`src/rtl/alu_result_display.sv`:
```
// -----------------------------------------------------------------------------
// alu_result_display
//
// Purpose:
//   Consumes the ALU result bus. On a load strobe (sampled only in IDLE) it
//   latches the result, converts it to BCD with a sequential double-dabble
//   engine (one iteration per clock), then commits the digits to a display
//   register. That register drives a continuously scanned 4-digit, active-low
//   7-segment display.
//   In divide mode (func = 11) the upper and lower halves of the result bus
//   (quotient / remainder) are converted as two independent 2-digit fields and
//   shown without blanking. Otherwise the whole word is shown with leading-zero
//   blanking on digits 3..1.
//
// Parameters:
//   WIDTH    - ALU operand width (2..6); the result bus is 2*WIDTH bits.
//   SCAN_DIV - clock cycles each digit stays selected (>= 2).
//
// Ports:
//   clk   in   system clock, rising edge
//   rst   in   synchronous, active-high reset
//   load  in   capture strobe
//   value in   result word (divide: [2W-1:W] quotient, [W-1:0] remainder)
//   func  in   ALU function code (00 add, 01 sub, 10 mul, 11 div)
//   ovf   in   ALU overflow flag
//   busy  out  high while a conversion is in progress
//   seg   out  segments {g,f,e,d,c,b,a}, active-low
//   dp    out  decimal point, active-low
//   an    out  digit enables, active-low one-hot, an[3] = leftmost
//
// Build option:
//   ALU_RESULT_DISPLAY_OVF_EN - when defined, an add/sub overflow lights the
//   decimal point of digit 3. When undefined, ovf is ignored and dp stays 1.
// -----------------------------------------------------------------------------
module alu_result_display #(
  parameter int WIDTH    = 6,
  parameter int SCAN_DIV = 50000
) (
  input  logic               clk,
  input  logic               rst,
  input  logic               load,
  input  logic [2*WIDTH-1:0] value,
  input  logic [1:0]         func,
  input  logic               ovf,
  output logic               busy,
  output logic [6:0]         seg,
  output logic               dp,
  output logic [3:0]         an
);

  localparam int RW = 2 * WIDTH;
  localparam int PW = $clog2(SCAN_DIV);

  typedef enum logic [1:0] {IDLE, CONV, COMMIT} state_t;

  state_t         state_q, state_d;
  logic [RW-1:0]  shift_q, shift_d;
  logic [15:0]    bcd_q, bcd_d;
  logic           split_q, split_d;
  logic [3:0]     cnt_q, cnt_d;
  logic [15:0]    disp_q, disp_d;
  logic           disp_split_q, disp_split_d;
  logic [PW-1:0]  presc_q, presc_d;
  logic [1:0]     idx_q, idx_d;
  logic [3:0]     an_q, an_d;
  logic [6:0]     seg_q, seg_d;

  // Double-dabble correction: a nibble of 5 or more would reach 10+ after the
  // shift, so add 3 first to carry into the next decimal digit.
  function automatic logic [3:0] add3(input logic [3:0] n);
    return (n >= 4'd5) ? n + 4'd3 : n;
  endfunction

  function automatic logic [6:0] seg_code(input logic [3:0] n);
    case (n)
      4'd0:    return 7'b1000000;
      4'd1:    return 7'b1111001;
      4'd2:    return 7'b0100100;
      4'd3:    return 7'b0110000;
      4'd4:    return 7'b0011001;
      4'd5:    return 7'b0010010;
      4'd6:    return 7'b0000010;
      4'd7:    return 7'b1111000;
      4'd8:    return 7'b0000000;
      4'd9:    return 7'b0010000;
      default: return 7'b1111111;
    endcase
  endfunction

  logic [15:0] bcd_adj;
  assign bcd_adj = {add3(bcd_q[15:12]), add3(bcd_q[11:8]),
                    add3(bcd_q[7:4]),   add3(bcd_q[3:0])};

`ifdef ALU_RESULT_DISPLAY_OVF_EN
  logic ovf_lat_q, ovf_lat_d;
  logic disp_ovf_q, disp_ovf_d;
  logic dp_q, dp_d;
`else
  // ovf has no function in this build.
  logic unused_ovf;
  assign unused_ovf = ovf;
`endif

  // ---------------------------------------------------------------------------
  // Conversion FSM
  // ---------------------------------------------------------------------------
  always_comb begin
    // NOTE: every variable gets a default before the case so no path leaves
    // it unassigned, which would infer a latch.
    state_d      = state_q;
    shift_d      = shift_q;
    bcd_d        = bcd_q;
    split_d      = split_q;
    cnt_d        = cnt_q;
    disp_d       = disp_q;
    disp_split_d = disp_split_q;
`ifdef ALU_RESULT_DISPLAY_OVF_EN
    ovf_lat_d    = ovf_lat_q;
    disp_ovf_d   = disp_ovf_q;
`endif
    unique case (state_q)
      IDLE: begin
        if (load) begin
          shift_d   = value;
          bcd_d     = '0;
          split_d   = (func == 2'b11);
          cnt_d     = (func == 2'b11) ? 4'(WIDTH) : 4'(RW);
`ifdef ALU_RESULT_DISPLAY_OVF_EN
          ovf_lat_d = ovf & ~func[1];
`endif
          state_d   = CONV;
        end
      end
      CONV: begin
        // One left shift of the whole source word serves both modes: the
        // quotient field reads bit RW-1 and the remainder field reads bit
        // WIDTH-1, and within WIDTH shifts neither sees the other's bits.
        shift_d = shift_q << 1;
        if (split_q)
          bcd_d = {bcd_adj[14:8], shift_q[RW-1], bcd_adj[6:0], shift_q[WIDTH-1]};
        else
          bcd_d = {bcd_adj[14:0], shift_q[RW-1]};
        cnt_d = cnt_q - 4'd1;
        if (cnt_q == 4'd1) state_d = COMMIT;
      end
      COMMIT: begin
        disp_d       = bcd_q;
        disp_split_d = split_q;
`ifdef ALU_RESULT_DISPLAY_OVF_EN
        disp_ovf_d   = ovf_lat_q;
`endif
        state_d      = IDLE;
      end
      default: state_d = IDLE;
    endcase
  end

  // ---------------------------------------------------------------------------
  // Display scan. seg/an are registered from the *next* display contents so
  // new digits appear right after the commit edge.
  // ---------------------------------------------------------------------------
  logic [3:0] nib;
  logic       blank;

  always_comb begin
    if (presc_q == PW'(SCAN_DIV - 1)) begin
      presc_d = '0;
      idx_d   = idx_q + 2'd1;
    end else begin
      presc_d = presc_q + 1'b1;
      idx_d   = idx_q;
    end
    nib   = disp_d[{idx_d, 2'b00} +: 4];
    blank = 1'b0;
    if (!disp_split_d) begin
      unique case (idx_d)
        2'd3:    blank = (disp_d[15:12] == 4'd0);
        2'd2:    blank = (disp_d[15:8]  == 8'd0);
        2'd1:    blank = (disp_d[15:4]  == 12'd0);
        default: blank = 1'b0;
      endcase
    end
    seg_d = blank ? 7'b1111111 : seg_code(nib);
    an_d  = ~(4'b0001 << idx_d);
  end

  // NOTE: state registers use non-blocking assignments so every flop samples
  // its inputs from before the edge, independent of statement order.
  always_ff @(posedge clk) begin
    if (rst) begin
      state_q      <= IDLE;
      shift_q      <= '0;
      bcd_q        <= '0;
      split_q      <= 1'b0;
      cnt_q        <= '0;
      disp_q       <= '0;
      disp_split_q <= 1'b0;
      presc_q      <= '0;
      idx_q        <= 2'd0;
      an_q         <= 4'b1110;
      seg_q        <= 7'b1000000;
    end else begin
      state_q      <= state_d;
      shift_q      <= shift_d;
      bcd_q        <= bcd_d;
      split_q      <= split_d;
      cnt_q        <= cnt_d;
      disp_q       <= disp_d;
      disp_split_q <= disp_split_d;
      presc_q      <= presc_d;
      idx_q        <= idx_d;
      an_q         <= an_d;
      seg_q        <= seg_d;
    end
  end

`ifdef ALU_RESULT_DISPLAY_OVF_EN
  assign dp_d = ~(disp_ovf_d && (idx_d == 2'd3));

  always_ff @(posedge clk) begin
    if (rst) begin
      ovf_lat_q  <= 1'b0;
      disp_ovf_q <= 1'b0;
      dp_q       <= 1'b1;
    end else begin
      ovf_lat_q  <= ovf_lat_d;
      disp_ovf_q <= disp_ovf_d;
      dp_q       <= dp_d;
    end
  end

  assign dp = dp_q;
`else
  assign dp = 1'b1;
`endif

  assign busy = (state_q != IDLE);
  assign seg  = seg_q;
  assign an   = an_q;

endmodule

```
`config.mk`:
```
export PLATFORM = sky130hd
export DESIGN_NAME = alu_result_display
export DESIGN_NICKNAME = d
export VERILOG_FILES = /design/src/rtl/alu_result_display.sv
export SDC_FILE = /design/constraint.sdc
export NUM_CORES = 1
export LEC_CHECK = 0
export BUFFER_PORTS_ARGS = -buffer_cell sky130_fd_sc_hd__clkbuf_2
export CAP_MARGIN = 20
export CELL_PAD_IN_SITES_DETAIL_PLACEMENT = 2
export CELL_PAD_IN_SITES_GLOBAL_PLACEMENT = 2
export CORE_UTILIZATION = 30
export DETAILED_ROUTE_END_ITERATION = 6
export GPL_TIMING_DRIVEN = 0
export PLACE_DENSITY = 0.78
export SLEW_MARGIN = 20
export SYNTH_ARGS = -nofsm -noshare
export SYNTH_HDL_FRONTEND = slang
export SYNTH_SLANG_ARGS = --single-unit
```
`constraint.sdc`:
```
create_clock -name clk -period 3.8 [get_ports clk]
set_clock_uncertainty 0.2 [all_clocks]
set_input_delay 0.19 -clock clk [delete_from_list [all_inputs] [get_ports clk]]
set_output_delay 0.19 -clock clk [all_outputs]
set_load 0.05 [all_outputs]
```
[Word level (Yosys, flattened, before mapping)]
Memory sizes are Yosys's and may differ from the RTL's.
Index checks and enable logic that the tools add are counted.
Cells by class
  add/sub/neg operators: 7
  shift-type cells: 2
  order comparisons: 4
  bitwise gates (word level): 1
  reductions and logical operators: 11
  mux-type cells: 21
  equality and inequality tests: 10
Operators with widths (number)
  $mux 16: 2
  $pmux 16 s2: 1
  $pmux 12 s2: 1
  $mux 4: 5
  $add 16x1->16 const B: 1
  $eq 16x16->1 const B: 1
  $ge 4x3->1 const B: 4
  $shiftx 16x5->4: 1
  $add 4x2->4 const B: 3
  $logic_not 12->1: 1
  $mux 12: 1
  $mux 9: 1
  $eq 2x2->1 const B: 4
  $logic_not 8->1: 1
  $pmux 4 s2: 1
  $mux 2: 3
  $mux 6: 1
  $reduce_and 2->1: 3
  $eq 2x1->1 const B: 2
  $eq 4x1->1 const B: 1
  $logic_not 4->1: 1
  $ne 2x2->1 const B: 2
  $not 4->4: 1
  $pmux 2 s2: 1
  10 further kinds: 13
Storage, ports and cells
  memory bits (read-only): 112
  output and inout bits: 13
  input port bits: 18
  memories: 1
  logic and storage cells: 69
  bits in registers: 81
Memory list
  (name not given): depth 16, bits a word 7, rd ports 1, clocked after memory_dff 0, wr ports 0, line 75  | case (n)

[Logic depth before layout (Yosys ltp)]
  depth in word-level cells: 6
  mapped depth: 12
  gate-level depth less buffers: 11

[Least setup slack after synthesis]
No wires, ideal clock.
  kind: register to register
  start point: register presc_q[0]
  end point: register seg_q[2] (netlist: seg[2])
  buffers on the path: 1
  slack: 996 ps
  arrival time: 2524 ps
  data required time: 3521 ps
  stages on the path, launching flop included: 12
  clock period less this slack: 2804 ps
  cell sequence: dfxtp_1 ha_1 and3_1 nand4_4 buf_2 mux4_2 a22oi_1 nand3_1 inv_1 ha_1 or4b_1 o211ai_1
Between the ends
  word-level cells in the longest chain between the ends: 6
Ends and longest elaborated chain
  from (decl): line 63  | logic [PW-1:0] presc_q, presc_d;
  from (signal assigned): line 210  | presc_q <= presc_d;
  $eq 16x16->1 (*): line 166  | if (presc_q == PW'(SCAN_DIV - 1)) begin
  $mux 2 (*): line 166
  parallel branches: the longest is 3 deep, another holds $mem_v2 16x7
  $mux 6 (*): line 183  | seg_d = blank ? 7'b1111111 : seg_code(nib);
  to (signal assigned): line 213  | seg_q <= seg_d;
  to (decl): line 66  | logic [6:0] seg_q, seg_d;
Every way passes the cells marked *.
A chain may end at the register's enable or synchronous reset.

[Worst setup path in the final report]
Ends and elaborated chain as after synthesis.

==> results.md <==
- Layout cells sized above 1: 0.119
- Synthesized area: 4120 um^2
- Slew Limit Fails: 0
- Worst Hold Endpoint: cnt_q[3]
- RSZ-0062 raised after global routing: no
- Final worst slack: 543 ps
- Skew-Pair Late Insertion Delay: 340 ps
- Critical Path Start Type: register
- Antenna fix cells: 0
- Area occupied by multi-input gates: 2320 um^2
- Vias in the first global route: 4,010
- Cells after Synth: 481
- Global-route wire length before repair: 20,600 um
- Core area: 13,300 um^2
- Total grt overflow: 0
- Commonest non-fill, non-tap cells in the layout: nand2_1 (87), dfxtp_1 (81), nor2_1 (54)
- Hold crit path type: in2reg
- Asr flop ratio synth: 0
- Via Count: 3,708
- CTS resizes: 0
- Top cell type by total area after synthesis: dfxtp_1
- Hold-fix buffers, CTS: 14
- Final HPWL DP: 9020 um
- Yosys warns: 0
- Final net count: 568
- Post-synth EDFFs: 0
- H-tree Lvls: 3
- Drt drc: 0
- Area added between synthesis and finish: 19.7%
- Max-slew headroom: 0.497
- Die area: 14,200 um^2
- Worst r2r src: presc_q[0]
- Clk root buf: clkbuf_16
- Hold_sp: func[0]
- Sequential cell area: 1620 um^2
- CTS Buffer Depth: 2
- Clock-pin slew on the worst setup and hold paths: 70 ps
- Crit path kind: reg2reg
- Drt first pass iters: 4
- Peak VDD IR: 178 uV
- Worst slew pin tran: 752 ps
- Iter 0 DRT Violations: 137
- Hold Vio Cnt, Final: 0
- R2R cell count: 11
- Final ANT Viol Nets: 0
- Max Fclk: 0.307 GHz
- Avg Vias per Cell: 5.19
- Die H: 119 um
- Routed wl met2: 6200 um
- Static leakage: 1.90 nW
- Average wire per standard cell: 17.3 um
- Yosys reg bits: 81
- Hold depth: 4
- Clock sinks: 81
- Synth top area cells: dfxtp_1 (39%), nand2_1 (7.9%), mux4_2 (4.9%), nor2_1 (4.9%), ha_1 (4.9%)
- # Max-Cap Violations: 0
- Pwr/cell area: 399 nW/um^2
- Die width: 119 um
- Final wirelength: 12,400 um
- Uppermost layer routed: met4
- Tcrit/Tclk final: 0.857
- Syn avg cell area: 8.56 um^2
- R2r endpoint: seg[2]
- GRT Total Usage: 0.185
- Core Util, Final: 0.371
- Filler Cell Count: 1,518
- Top cell type's share of synthesized area: 0.394
- Peak fanout along the critical path: 10
- Crit end category: register
- Initial core utilization: 0.310
- Finish-stage setup viols: 0
- Most common cell after layout, fill and taps aside: nand2_1
- Final Cell Area: 4930 um^2
- Synth unique cells: 48
- Ys flop type: dfxtp_1
- Port bufs: 28
- I/O Pins: 31
- Dpl ws: 574 ps
- Initial antenna violation count: 0
- CTS tree: done
- Reg2reg setup slack: 540 ps
- Setup_tns: 0 ps
- Setup Buffers After CTS: 0
- Cell Rows: 42
- Routability Congestion: 0.842
- Sequential-to-total area share from yosys stat: 0.394
- Num CTS Buffers: 9
- Synthesized Nets: 515
- WP data required: 3870 ps
- Critical Path AT: 3320 ps
- Period minus WS final: 3260 ps
- Outcome: complete, no violations
- Maximum number of pins on one net before global-route repair: 14
- Metal3 WL: 262 um
- M1 WL: 5650 um
- Area of placed instances: 4480 um^2
[sequential cells by signal (all words and copies together), names as in the netlist]
name          cells
bcd_q            16
idx_q             2
presc_q          16
disp_split_q      1
state_q           2
disp_q           16
seg               7
cnt_q             4
split_q           1
an                4
shift_q          12
[layout make-up]
cell class	instances	share of cell area
Sequential cell	81	0.329
Multi-Input combinational cell	357	0.471
Clock buffer	10	0.0465
Inverter	16	0.0122
Tap cell	176	0.0447
Buffer	27	0.0229
Timing Repair Buffer	42	0.0569
Clock inverter	5	0.0165
[report_power, final]
group | internal [mW] | total, mW | switching (mW) | leakage (nW)
registers | 0.873 | 0.891 | 0.0186 | 0.657
clock network | 0.572 | 0.931 | 0.359 | 0.149
logic | 0.0531 | 0.144 | 0.0908 | 1.10
[cells in the mapped netlist, drive strengths merged, types with 2 or more instances]
| cell | instances |
|---|---|
| nor4b | 2 |
| a311oi | 11 |
| buf | 9 |
| mux2i | 9 |
| nor4 | 7 |
| dfxtp | 81 |
| a21boi | 3 |
| or4 | 2 |
| xnor2 | 11 |
| nor2b | 4 |
| xor2 | 12 |
| nor2 | 54 |
| nor3b | 3 |
| ha | 16 |
| nor3 | 7 |
| nand3 | 18 |
| nand4 | 3 |
| inv | 16 |
| a31oi | 4 |
| a21oi | 35 |
| o211ai | 2 |
| nand2b | 9 |
| clkbuf | 18 |
| nand2 | 88 |
| and4 | 3 |
| mux4 | 12 |
| and3 | 7 |
| o21ai | 22 |
[critical path, stage by stage (launching register included)]
cell and delay, ps:
dfxtp_1 350, ha_1 210, and3_1 280, nand4_4 230, buf_2 280, mux4_2 310, a22oi_1 200, nand3_1 190
inv_1 160, ha_1 190, or4b_1 440, o211ai_1 110
[worst max path at each step]
stage                     from     end
floorplan           presc_q[0]  seg[2]
global placement    presc_q[0]  seg[2]
detailed placement  presc_q[0]  seg[2]
CTS                 state_q[0]  seg[2]
global route        presc_q[0]  seg[2]
finish              presc_q[0]  seg[2]
[routing by layer]
metal  up-vias  global-route usage
met5         -                   0
met4         0              0.0672
met3        17              0.0321
met2        46               0.329
met1      1880               0.223
li1       1765                   -
[per-stage QoR]
stage / power [mW] / instances / hold slack, ps
2_1_floorplan: 0.994 / 481 / 126
3_3_place_gp: 1.04 / 685 / 229
3_5_place_dp: 1.04 / 685 / 244
4_1_cts: 1.98 / 714 / 34.6
5_1_grt: 2.04 / 714 / 90.2
6_report: 1.97 / 714 / 41.4
[logic make-up after synthesis]
family,synth area share
compound gates,0.120
xor+xnor,0.0490
fa+ha+maj,0.0486
buf+inv,0.0420
flops,0.394
mux,0.0903
other cells,0.000911
simple gates,0.255
Note: power is estimated with default switching activity, not from simulation.
